**config.mk**
```make
export PLATFORM = sky130hd
export DESIGN_NAME = plot_sequencer
export DESIGN_NICKNAME = d
export VERILOG_FILES = /design/src/rtl/plot_sequencer.sv
export SDC_FILE = /design/constraint.sdc
export NUM_CORES = 1
export LEC_CHECK = 0
export ABC_AREA = 1
export ABC_CLOCK_PERIOD_IN_PS = 1600
export BUFFER_PORTS_ARGS = -buffer_cell sky130_fd_sc_hd__buf_2
export CAP_MARGIN = 0
export CORE_ASPECT_RATIO = 0.5
export CORE_UTILIZATION = 53
export DETAILED_ROUTE_END_ITERATION = 7
export PLACE_DENSITY = 0.79
export REMOVE_ABC_BUFFERS = 1
export SKIP_CTS_REPAIR_TIMING = 1
export SYNTH_ARGS = -nofsm -noshare
export SYNTH_HDL_FRONTEND = slang
export SYNTH_SLANG_ARGS = --single-unit
```
**constraint.sdc**
```tcl
create_clock -name clk -period 1.6 [get_ports clk]
set_input_delay 0.16 -clock clk [delete_from_list [all_inputs] [get_ports clk]]
set_output_delay 0.16 -clock clk [all_outputs]
set_load 0.01 [all_outputs]
```
**src/rtl/plot_sequencer.sv**
```systemverilog
// Column-by-column function plotter: samples f(x) every X_STEP pixels, maps the value to a clamped
// screen Y and hands segments between consecutive points to the line drawer. Option: PLOT_SEQUENCER_PEN_LIFT_EN.
module plot_sequencer #(
    parameter int unsigned HOR_ACTIVE_PIXELS     = 640,
    parameter int unsigned VER_ACTIVE_PIXELS     = 480,
    parameter int unsigned X_STEP                = 8,
    parameter int unsigned INTEGER_PART_WIDTH    = 8,
    parameter int unsigned FRACTIONAL_PART_WIDTH = 8,
    parameter int unsigned Y_SCALE_LOG2          = 5,
    localparam int unsigned X_WIDTH     = $clog2(HOR_ACTIVE_PIXELS),
    localparam int unsigned Y_WIDTH     = $clog2(VER_ACTIVE_PIXELS),
    localparam int unsigned VALUE_WIDTH = INTEGER_PART_WIDTH + FRACTIONAL_PART_WIDTH + 1
) (
    input  logic                   clk,
    input  logic                   rst_n,
    input  logic                   start,
    output logic                   ready,
    output logic                   done,
    output logic                   sample_req,
    output logic [X_WIDTH-1:0]     sample_x,
    input  logic [VALUE_WIDTH-1:0] sample_value,
    input  logic                   sample_error,
    input  logic                   sample_valid,
    output logic [X_WIDTH-1:0]     x1,
    output logic [Y_WIDTH-1:0]     y1,
    output logic [X_WIDTH-1:0]     x2,
    output logic [Y_WIDTH-1:0]     y2,
    output logic                   line_drawer_start,
    input  logic                   line_drawer_ready
);

    localparam int unsigned SHIFT  = FRACTIONAL_PART_WIDTH - Y_SCALE_LOG2;
    localparam int unsigned IW     = VALUE_WIDTH + 2;
    localparam int unsigned LAST_X = ((HOR_ACTIVE_PIXELS - 1) / X_STEP) * X_STEP;
    localparam int unsigned Y_MID  = VER_ACTIVE_PIXELS / 2;
    localparam int unsigned Y_MAX  = VER_ACTIVE_PIXELS - 1;

    typedef enum logic [2:0] {
        S_IDLE,
        S_REQ,
        S_DRAW,
        S_WAIT_LD_1,
        S_WAIT_LD_2,
        S_NEXT
    } state_t;

    state_t               state;
    logic [Y_WIDTH-1:0]   cur_y;
    logic                 cur_drawable;
    logic [X_WIDTH-1:0]   prev_x;
    logic [Y_WIDTH-1:0]   prev_y;
    logic                 prev_valid;

    logic signed [IW-1:0] value_ext_c;
    logic signed [IW-1:0] off_c;
    logic signed [IW-1:0] y_full_c;
    logic [Y_WIDTH-1:0]   y_c;
    logic                 drawable_c;

    // Fixed-point value to screen row: Y grows downward from the vertical centre.
    always_comb begin
        value_ext_c = $signed({{2{sample_value[VALUE_WIDTH-1]}}, sample_value});
        off_c       = value_ext_c >>> SHIFT;
        y_full_c    = $signed(IW'(Y_MID)) - off_c;
        y_c         = Y_WIDTH'(y_full_c);
        if (y_full_c[IW-1]) begin
            y_c = '0;
        end else if (y_full_c > $signed(IW'(Y_MAX))) begin
            y_c = Y_WIDTH'(Y_MAX);
        end
    end

`ifdef PLOT_SEQUENCER_PEN_LIFT_EN
    assign drawable_c = ~sample_error;
`else
    logic unused_sample_error;
    assign unused_sample_error = sample_error;
    assign drawable_c          = 1'b1;
`endif

    always_ff @(posedge clk) begin
        if (!rst_n) begin
            state             <= S_IDLE;
            ready             <= 1'b1;
            done              <= 1'b0;
            sample_req        <= 1'b0;
            sample_x          <= '0;
            x1                <= '0;
            y1                <= '0;
            x2                <= '0;
            y2                <= '0;
            line_drawer_start <= 1'b0;
            cur_y             <= '0;
            cur_drawable      <= 1'b0;
            prev_x            <= '0;
            prev_y            <= '0;
            prev_valid        <= 1'b0;
        end else begin
            done              <= 1'b0;
            line_drawer_start <= 1'b0;
            case (state)
                S_IDLE: begin
                    if (start) begin
                        ready      <= 1'b0;
                        sample_req <= 1'b1;
                        sample_x   <= '0;
                        prev_valid <= 1'b0;
                        state      <= S_REQ;
                    end
                end
                S_REQ: begin
                    if (sample_valid) begin
                        cur_y        <= y_c;
                        cur_drawable <= drawable_c;
                        sample_req   <= 1'b0;
                        state        <= S_DRAW;
                    end
                end
                // sample_x still holds the current column here
                S_DRAW: begin
                    if (prev_valid && cur_drawable) begin
                        x1                <= prev_x;
                        y1                <= prev_y;
                        x2                <= sample_x;
                        y2                <= cur_y;
                        line_drawer_start <= 1'b1;
                        state             <= S_WAIT_LD_1;
                    end else begin
                        state <= S_NEXT;
                    end
                    prev_x     <= sample_x;
                    prev_y     <= cur_y;
                    prev_valid <= cur_drawable;
                end
                // drawer's ready is not trusted in the cycle right after the start pulse
                S_WAIT_LD_1: state <= S_WAIT_LD_2;
                S_WAIT_LD_2: begin
                    if (line_drawer_ready) begin
                        state <= S_NEXT;
                    end
                end
                S_NEXT: begin
                    if (sample_x == X_WIDTH'(LAST_X)) begin
                        done  <= 1'b1;
                        ready <= 1'b1;
                        state <= S_IDLE;
                    end else begin
                        sample_x   <= sample_x + X_WIDTH'(X_STEP);
                        sample_req <= 1'b1;
                        state      <= S_REQ;
                    end
                end
                default: state <= S_IDLE;
            endcase
        end
    end

endmodule

```
=== Yosys cells after proc, flatten, opt, wreduce, memory -nomap -nowiden ===
Index checks and enable logic that the tools add are counted.

* Register bits: 85
* Output and inout port bits: 52
* Logic and storage cells: 64

* Add/subtract/negate cells: 2
* Order comparisons: 1
* Eq/ne operators: 11
* Mux-type cells: 21
* Reduce and logical (&&, ||, !) cells: 14

{| class="wikitable"
|+ Operators with widths
! cell !! count
|-
| $mux W10 || 2
|-
| $pmux W10 S2 || 1
|-
| $mux W9 || 2
|-
| $pmux W3 S6 || 1
|-
| $gt A15 B10 Y1 const B || 1
|-
| $sub A9 B14 Y15 const A || 1
|-
| $mux W3 || 4
|-
| $add A10 B4 Y10 const B || 1
|-
| $eq A10 B10 Y1 const B || 1
|-
| $ne A2 B2 Y1 const B || 5
|-
| $reduce_and A2 Y1 || 5
|-
| $reduce_and A3 Y1 || 3
|-
| $mux W1 || 8
|-
| $eq A3 B2 Y1 const B || 2
|-
| $eq A3 B3 Y1 const B || 2
|-
| $pmux W1 S2 || 2
|-
| $reduce_and A4 Y1 || 1
|-
| $reduce_bool A2 Y1 || 2
|-
| $eq A3 B1 Y1 const B || 1
|-
| $logic_not A3 Y1 || 1
|-
| $pmux W1 S3 || 1
|-
| $reduce_bool A3 Y1 || 1
|-
| $logic_and A1 B1 Y1 || 1
|}

=== Logic depth before layout (Yosys ltp) ===
Gate-level depths: netlist (run 1).

* Depth after elaboration: 4
* Gate-level depth with buffers: 12
* Depth with buffers taken out: 12

=== Worst setup path after synthesis (run 1) ===
Ideal clock, no wire load.

* Path kind: register to register
* Start point: reg sample_x[4]
* End point: reg sample_x[9]
* Library setup time: 128 ps
* Arrival time: 1,282 ps
* Path slack: 191 ps
* Stages on the path, launching flop included: 10
* Clock period less this slack: 1,409 ps
* Path through: dfxtp_1 nand3_1 nor2_1 nand2_1 nor2_1 nor2_4 inv_2 nor3_1 a21oi_1 nor2_1

* Cells in the longest elaborated chain, start to end: 3
* Elaborated cells on any way between the ends: 6

{| class="wikitable"
|+ Ends and longest elaborated chain
! item !! RTL line !! RTL
|-
| from (decl) || 20 || <nowiki>output logic [X_WIDTH-1:0] sample_x,</nowiki>
|-
| from (signal assigned) || 148 || <nowiki>sample_x <= sample_x + X_WIDTH'(X_STEP);</nowiki>
|-
| $add A10 B4 Y10 / $eq A10 B10 Y1 (equally long branches) || 148, 143 ||
|-
| $mux W10 / $ne A2 B2 Y1 (equally long branches) || -- ||
|-
| $pmux W10 S2 / $reduce_and A3 Y1 (equally long branches) || -- ||
|}

Several ways; a longest one is shown, not always the timed one. The select of a mux whose other input is x is not followed.
A chain may end at the register's enable or synchronous reset.

=== Worst setup path after layout (run 1) ===
* Start point: reg state[2]
* End point: reg sample_x[7]

* Cells in the longest elaborated chain, start to end: 3
* Elaborated cells on any way between the ends: 7

{| class="wikitable"
|+ Ends and longest elaborated chain
! item !! RTL line !! RTL
|-
| from (decl) || 47 || <nowiki>state_t state;</nowiki>
|-
| from (signal assigned) || 83 || <nowiki>state <= S_IDLE;</nowiki>
|-
| from (signal assigned) || 108 || <nowiki>state <= S_REQ;</nowiki>
|-
| from (signal assigned) || 116 || <nowiki>state <= S_DRAW;</nowiki>
|-
| $eq A3 B3 Y1 / $logic_not A3 Y1 (equally long branches) || 101 || <nowiki>case (state)</nowiki>
|-
| $ne A2 B2 Y1 (no source line) / $reduce_bool A2 Y1 (equally long branches) || -- ||
|-
| $reduce_and A3 Y1 (no source line) || -- ||
|}

Several ways; a longest one is shown, not always the timed one.

==> results of run 1 <==
## worst paths after layout
kind,to,slack [ps],cells after the start
hold reg to reg,x1[3],450,2
setup / recovery,sample_x[7],110,7
hold / removal,state[0],130,4
setup reg to reg,sample_x[7],110,7
## layout by cell type (no fill, tap or decap), types with 14 or more instances in the layout
| cell type | Yosys | routed |
|---|---|---|
| nand2_1 | 76 | 76 |
| dfxtp_1 | 73 | 71 |
| buf_2 | 3 | 61 |
| nor2_1 | 60 | 59 |
| o21ai_0 | 49 | 49 |
| a21oi_1 | 42 | 42 |
| inv_1 | 36 | 35 |
| nand3_1 | 23 | 23 |
| buf_4 | 9 | 14 |
## cells by family after synthesis
logic type | after synthesis | share of synthesized area (%)
AOI/OAI and AO/OA | 103 | 17.03
xor gates and xnor gates | 2 | 0.5597
adders and majority gates | 3 | 1.199
buffers and inverters | 66 | 9.192
DFF | 73 | 46.68
other | 1 | 0.1198
and+or+nand+nor | 181 | 25.22
## report_power, final
part | internal (uW) | leakage, uW | total, uW | switching (uW)
sequential | 1900 | 0.000591 | 1950 | 52.5
clock | 1140 | 0.000130 | 1880 | 743
combinational | 185 | 0.00114 | 508 | 323
## sequential cells by signal (all words and copies together), names as in the netlist
signal and count:
y1 9, cur_y 9, done 1, x2 7, sample_req 1, prev_valid 1
prev_y 9, sample_x 7, prev_x 7, cur_drawable 1, line_drawer_start 1, y2 9
ready 1, x1 7, state 3
## critical path: stages, from the launching register on
cell     delay [ps]
dfxtp_2         350
or2_4           270
nor2_4          110
o21ai_2          80
nor2_4          200
nand3_2         110
nor3b_1         190
nor2_1           60
## routing by layer
layer,up-vias,global-route usage [%]
met5,-,0
met4,0,6.095
met3,4,7.451
met2,75,38.42
met1,1317,27.66
li1,1520,-
## final cells by class
type / instances / area (um^2)
Clock buffer: 11 / 252.7
Clock inverter: 5 / 38.79
Fill cell: 477 / 1715
Inverter: 40 / 151.4
Multi-Input combinational cell: 298 / 1423
Sequential cell: 73 / 1464
Tap cell: 73 / 91.34
Timing Repair Buffer: 77 / 450.4
## stage by stage
stage               instances  worst slack, ps  hold slack [ps]
global placement          561            32.39            429.8
detailed placement        561           -29.75            434.8
floorplan                 411           -465.6            244.2
CTS                       577            43.58            129.9
finish                    577            105.3            126.1
global route              577            13.26            148.1
==> flow_metrics.py, run 1 <==
metrics = {
    "die": {
        "core_um2": 5587,
        "start_util_pct": 56.04,
        "num_rows": 19,
        "dieArea_um2": 6237,
        "die_y_um": 56.35,
        "ioPinCount": 75,
        "die_w_um": 110.7,
    },
    "route": {
        "drcViolationCount": 0,
        "routed_wl_um": 6652,
        "met3RoutedLength_um": 318,
        "ant_nets": 0,
        "wl_per_cell_um": 11.53,
        "wl_met2_um": 3103,
        "routed.top_layer": "met4",
        "first_pass_iters": 4,
        "drt_iter0_drc": 168,
        "met1_length_um": 3200,
        "via_count": 2916,
        "viasPerCell": 5.054,
    },
    "global_routing": {
        "grt_overflow": 0,
        "grt_max_degree": 40,
        "antenna_found_initial": 0,
        "grt_pass1_vias": 2592,
        "grt_usage_pct": 22.57,
        "grt_pass1_wl_um": 11270,
    },
    "critical_path": {
        "crit_start": "state[2]",
        "crit_type": "flop to flop",
        "crit_arrival_ps": 1710,
        "worst_setup_path_end_kind": "flop",
        "critPathLaunchType": "flop",
        "reg2reg_from": "state[2]",
        "crit_required_ps": 1820,
        "crit_fanout": 7,
    },
    "synthesis": {
        "synth.most_common_cell": "nand2_1",
        "ys_top_cells_by_count": "nand2_1 (76), dfxtp_1 (73), nor2_1 (60)",
        "synth_ff_type": "dfxtp_1",
        "synth-edff-count": 0,
        "netlist_area_um2": 3131,
        "syn_avg_cell_area_um2": 7.297,
        "synth_cell_types": 31,
        "ys_ff_latch": 73,
        "synth.top_cell.area_share_pct": 46.68,
        "ys_warn_count": 0,
        "syn_inst": 429,
        "yosysSeqAreaShare_pct": 46.68,
        "async_reset_ff_share_pct": 0,
        "synth_top_area_cell": "dfxtp_1",
        "synth_area_leaders": "dfxtp_1 (47%), nand2_1 (9.1%), o21ai_0 (7.8%)",
    },
    "clock_tree": {
        "clock_tree.root_cell": "clkbuf_16",
        "clk_pin_slew_worst_paths_ps": 60,
        "worstSkewPairLatency_ps": 330,
        "numCtsBuffers": 9,
        "htree_num_levels": 3,
        "clock_path_buffers": 2,
        "cts_tree": "built",
        "cts_sinks": 73,
    },
    "sta": {
        "final.setup.tns_ps": 0,
        "rsz0062_at_grt": "no",
        "fin_crit_ps": 1495,
        "skew_ps": 3.910,
        "slew_violations": 0,
        "fmax_mhz": 669.0,
        "finalSetupViolCount": 0,
        "hold_violations": 0,
        "fin_crit_sh_pct": 93.42,
    },
    "worst_hold_path": {
        "hold_path.class": "input pin to flop",
        "hold_start": "sample_valid",
    },
    "pwr": {
        "p_per_area_nw_per_um2": 1121,
        "power_uw": 4341,
        "static-leakage-power_uw": 0.001859,
        "ir_drop_uv": 760.8,
    },
    "placed_design": {
        "hpwl_um": 4608,
        "dpl-instance-area_um2": 3566,
        "numPortBuffers": 61,
        "gp_congestion": 0.7881,
    },
    "status": {
        "status": "finished clean",
    },
    "cells_and_area": {
        "drive_gt1_share_pct": 22.62,
        "fin_area_um2": 3871,
        "utilization_pct": 69.29,
        "fin_nets": 525,
        "area_growth_pct": 23.66,
        "antenna_cells": 0,
    },
    "job": {
        "cap_violations": 0,
    },
}
(Power assumes the default switching activity.)
==> run 2, diff against run 1 <==
CELL_PAD_IN_SITES_DETAIL_PLACEMENT = 1   (was default)
CELL_PAD_IN_SITES_GLOBAL_PLACEMENT = 1   (was default)
CORE_UTILIZATION = 38   (was 53)
PLACE_DENSITY = default   (was 0.79)
PLACE_DENSITY_LB_ADDON = 0.1   (was default)
==> flow_metrics.py, run 2 (synthesis results as in run 1) <==
metrics = {
    "critical_path": {
        "crit_arrival_ps": 1780,
        "worst-path-buf-inv": 0,
        "cpPeakStageDelay_ps": 360,
        "cpMostUsedCell": "nor2_4",
        "cp_slowest_cell": "dfxtp_2",
        "crit_type": "flop to flop",
        "r2r_cells": 7,
        "crit_required_ps": 1820,
        "worst_setup_path_end_kind": "flop",
        "crit_cells": 7,
        "crit_fanout": 7,
        "cp_top_family": "simple AND/OR/NAND/NOR gates",
        "critPathLaunchType": "flop",
        "cp_cell_sequence": "or2_4 -> nor2_4 -> o21ai_2 -> nor2_4 -> nand3_2 -> nor3b_1 -> nor2_1",
    },
    "clock_tree": {
        "clock_tree.root_cell": "clkbuf_16",
        "worstSkewPairLatency_ps": 330,
        "cts_sinks": 73,
        "htree_num_levels": 3,
        "numCtsBuffers": 9,
        "clk_pin_slew_worst_paths_ps": 60,
        "cts_tree": "built",
        "clock_path_buffers": 2,
    },
    "route": {
        "via_count": 3168,
        "viasPerCell": 5.037,
        "drcViolationCount": 0,
        "wl_per_cell_um": 14.94,
        "ant_nets": 0,
        "routed_wl_um": 9400,
        "drt_iter0_drc": 103,
        "first_pass_iters": 4,
    },
    "die": {
        "ioPinCount": 75,
        "core_um2": 7652,
        "die_y_um": 66.18,
        "dieArea_um2": 8627,
        "num_rows": 22,
        "die_w_um": 130.4,
        "start_util_pct": 40.91,
    },
    "cells_and_area": {
        "utilization_pct": 53.81,
        "fin_nets": 543,
        "area_growth_pct": 31.53,
        "drive_gt1_share_pct": 25.53,
        "layout_common_cells": "nand2_1 (76), dfxtp_1 (71), buf_2 (61)",
        "fin_cells": 629,
        "antenna_cells": 0,
        "final_common_cell": "nand2_1",
    },
    "sta": {
        "fmax_mhz": 638.8,
        "hold_violations": 0,
        "fin_crit_sh_pct": 97.84,
        "fin_crit_ps": 1565,
        "slew_violations": 0,
        "holdWs_ps": 152.8,
        "skew_ps": 5.982,
        "finalSetupViolCount": 0,
    },
    "global_routing": {
        "antenna_found_initial": 0,
        "grt_pass1_vias": 3096,
        "grt_pass1_wl_um": 14000,
        "grt_usage_pct": 20.83,
        "grt_overflow": 0,
        "grt_max_degree": 38,
    },
    "placed_design": {
        "gp_congestion": 0.8064,
        "dp.cells": 601,
        "hpwl_um": 5967,
        "numPortBuffers": 61,
    },
    "job": {
        "cap_violations": 0,
    },
    "worst_hold_path": {
        "hold_path.class": "input pin to flop",
        "whs_path_depth": 4,
    },
    "pwr": {
        "p_per_area_nw_per_um2": 1109,
        "ir_drop_uv": 553.3,
        "static-leakage-power_uw": 0.001980,
    },
    "status": {
        "status": "finished clean",
    },
}
run 2: changes by cell type in the layout (fill, tap and decap cells not counted), moves of 2 or more:
| cell | previous run | this run |
|---|---|---|
| clkinv_4 | 0 | 2 |
| inv_2 | 4 | 2 |
| buf_4 | 14 | 29 |
| clkinvlp_4 | 4 | 1 |
| clkbuf_16 | 9 | 12 |
| clkinv_2 | 1 | 3 |
run 2: path summary, 6_finish.rpt:
| kind | to | slack [ps] | from |
|---|---|---|---|
| max | sample_x[7] | 30 | state[2] |
| min | state[0] | 150 | sample_valid |
| max reg2reg | sample_x[7] | 30 | state[2] |
| min reg2reg | y2[3] | 460 | y2[3] |
run 2: through the flow:
step / total power [uW] / setup slack, ps / cell area [um^2] / setup TNS [ps]
final: 4566 / 34.53 / 4118 / 0
after global routing: 4743 / -71.57 / 4118 / -371.9
after CTS: 4496 / 4.355 / 3930 / 0
after detailed placement: 2520 / -77.22 / 3635 / -320.5
after global placement: 2490 / 31.73 / 3635 / 0
after floorplan: 2311 / -465.6 / 3024 / -11010
run 2: per-layer routing:
metal	part of all wire, %	vias to the layer above	GRT usage, %
met5	0	-	0
met4	1.8	0	5.603
met3	4.8	21	4.126
met2	50	90	38.50
met1	44	1502	24.76
li1	-	1555	-
run 2: layout make-up:
cell class	instances	area, um^2
Timing Repair Buffer	95	633.1
Clock inverter	5	56.30
Inverter	40	158.9
Sequential cell	73	1464
Clock buffer	10	239.0
Tap cell	108	135.1
Fill cell	995	3535
Multi-Input combinational cell	298	1431
run 2: worst reg2reg max path, cell delays in order (launching register included):
cell and delay [ps]:
dfxtp_2 360, or2_4 280, nor2_4 110, o21ai_2 90, nor2_4 220, nand3_2 140
nor3b_1 200, nor2_1 60
run 2: report_power, final:
part | internal, uW | switching [uW]
Clock | 1240 | 754
Sequential | 1900 | 55.7
Combinational | 236 | 382
Total | 3370 | 1190
==> run 3, diff against run 2 <==
CTS_CLUSTER_SIZE = 24   (was default)
RECOVER_POWER = 50   (was default)
==> flow_metrics.py, run 3 (synthesis results as in run 1) <==
metrics = {
    "global_routing": {
        "grt_usage_pct": 20.83,
        "antenna_found_initial": 0,
        "grt_pass1_vias": 3096,
        "grt_max_degree": 38,
        "grt_overflow": 0,
        "grt_pass1_wl_um": 14000,
    },
    "pwr": {
        "ir_drop_uv": 553.4,
        "p_sw_uw": 1192,
        "static-leakage-power_uw": 0.001802,
        "intPower_uw": 3370,
        "pwr-share-seq_pct": 42.9,
        "p_clk_share_pct": 43.7,
        "p_per_area_nw_per_um2": 1124,
        "power_frac_comb_pct": 13.4,
        "swShare_pct": 26.13,
    },
    "status": {
        "status": "finished clean",
    },
    "route": {
        "met1_length_um": 4100,
        "drcViolationCount": 0,
        "met3RoutedLength_um": 493,
        "via_count": 3170,
        "ant_nets": 0,
        "wl_met2_um": 4646,
        "routed_wl_um": 9413,
        "first_pass_iters": 4,
        "drt_iter0_drc": 112,
        "routed.top_layer": "met4",
        "wl_per_cell_um": 14.97,
        "viasPerCell": 5.040,
    },
    "clock_tree": {
        "worstSkewPairLatency_ps": 330,
        "numCtsBuffers": 9,
        "clock_path_buffers": 2,
        "cts_tree": "built",
        "clk_pin_slew_worst_paths_ps": 60,
        "clock_tree.root_cell": "clkbuf_16",
        "htree_num_levels": 3,
        "cts_sinks": 73,
    },
    "cells_and_area": {
        "fin_cells": 629,
        "antenna_cells": 0,
        "final_common_cell": "nand2_1",
        "drive_gt1_share_pct": 17.66,
        "area_growth_pct": 29.66,
        "fin_nets": 543,
        "layout_common_cells": "nand2_1 (76), dfxtp_1 (71), nor2_1 (58)",
        "fin_area_um2": 4059,
    },
    "sta": {
        "fmax_mhz": 628.3,
        "skew_ps": 5.664,
        "hold_violations": 0,
        "fin_crit_ps": 1592,
        "slew_violations": 0,
        "fin_crit_sh_pct": 99.48,
        "finalSetupViolCount": 0,
    },
    "die": {
        "die_w_um": 130.4,
        "num_rows": 22,
        "ioPinCount": 75,
        "core_um2": 7652,
        "start_util_pct": 40.91,
        "dieArea_um2": 8627,
        "die_y_um": 66.18,
    },
    "critical_path": {
        "reg2reg_from": "sample_x[5]",
        "crit_fanout": 4,
        "cpPeakStageDelay_ps": 340,
        "worst_setup_path_end_kind": "flop",
        "critPathLaunchType": "flop",
        "crit_required_ps": 1800,
        "r2r_cells": 8,
        "rr_endpoint": "sample_x[9]",
        "crit_type": "flop to flop",
        "cp_slowest_cell": "dfxtp_1",
        "worst-path-buf-inv": 2,
        "reg2reg_slack_ps": 8,
        "cp_top_family": "simple AND/OR/NAND/NOR gates",
        "cp_cell_sequence": "clkbuf_1 -> inv_1 -> nor3_1 -> nand2_1 -> xor2_1 -> nor3_2 -> a21oi_1 -> nor2_1",
        "crit_arrival_ps": 1790,
    },
    "job": {
        "cap_violations": 0,
    },
    "worst_hold_path": {
        "whs_path_depth": 4,
        "hold_path.class": "input pin to flop",
        "min_to": "state[0]",
        "hold_start": "sample_valid",
    },
    "placed_design": {
        "dpl-instance-area_um2": 3635,
        "gp_congestion": 0.8064,
        "numPortBuffers": 61,
        "hpwl_um": 5967,
        "dp.cells": 601,
    },
}
## run 3: cell type report
class,instances,area (um^2)
sequential,73,1464
multi-input combinational,298,1431
timing repair buffer,95,574.3
tap,108,135.1
clock inverter,5,56.30
clock buffer,10,239.0
fill,1019,3593
inverter,40,158.9
## run 3: per-stage QoR
stage          total power, uW  worst slack [ps]  TNS (ps)  hold WS, ps  utilization, %
5_1_grt                   4739            -113.0    -413.4        196.4           53.04
2_1_floorplan             2311            -465.6    -11010        244.2               -
3_3_place_gp              2490             31.73         0        434.3           47.50
4_1_cts                   4496             4.355         0        146.8           51.36
3_5_place_dp              2520            -77.22    -320.5        451.2           47.50
6_report                  4562             8.294         0        152.7           53.04
## run 3: power groups by stage
stage,Sequential [uW],Clock [uW],Combinational [uW]
finish,1960,1990,614
global placement,1980,0,508
CTS,1950,2010,542
detailed placement,1990,0,533
floorplan,1990,0,320
global route,1960,2100,679
## run 3: metal layers
layer  GRT usage, %  up-vias
li1               -     1555
met1          24.76     1501
met2          38.50       92
met3          4.126       22
met4          5.603        0
met5              0        -
## run 3: worst max path at each step
| stage | start | endpoint | slack [ps] | cells after the start |
|---|---|---|---|---|
| 3_5_place_dp | sample_value[3] | cur_y[6] | -80 | 13 |
| 4_1_cts | state[2] | cur_y[2] | 4 | 6 |
| 6_report | sample_x[5] | sample_x[9] | 8 | 8 |
| 2_1_floorplan | state[2] | y2[3] | -470 | 7 |
| 5_1_grt | sample_x[5] | sample_x[9] | -110 | 8 |
| 3_3_place_gp | sample_value[3] | cur_y[4] | 30 | 13 |
## run 3: worst min-delay path: stages
cell     delay, ps
buf_2           90
inv_1           40
nand2_1         80
a21oi_1         70
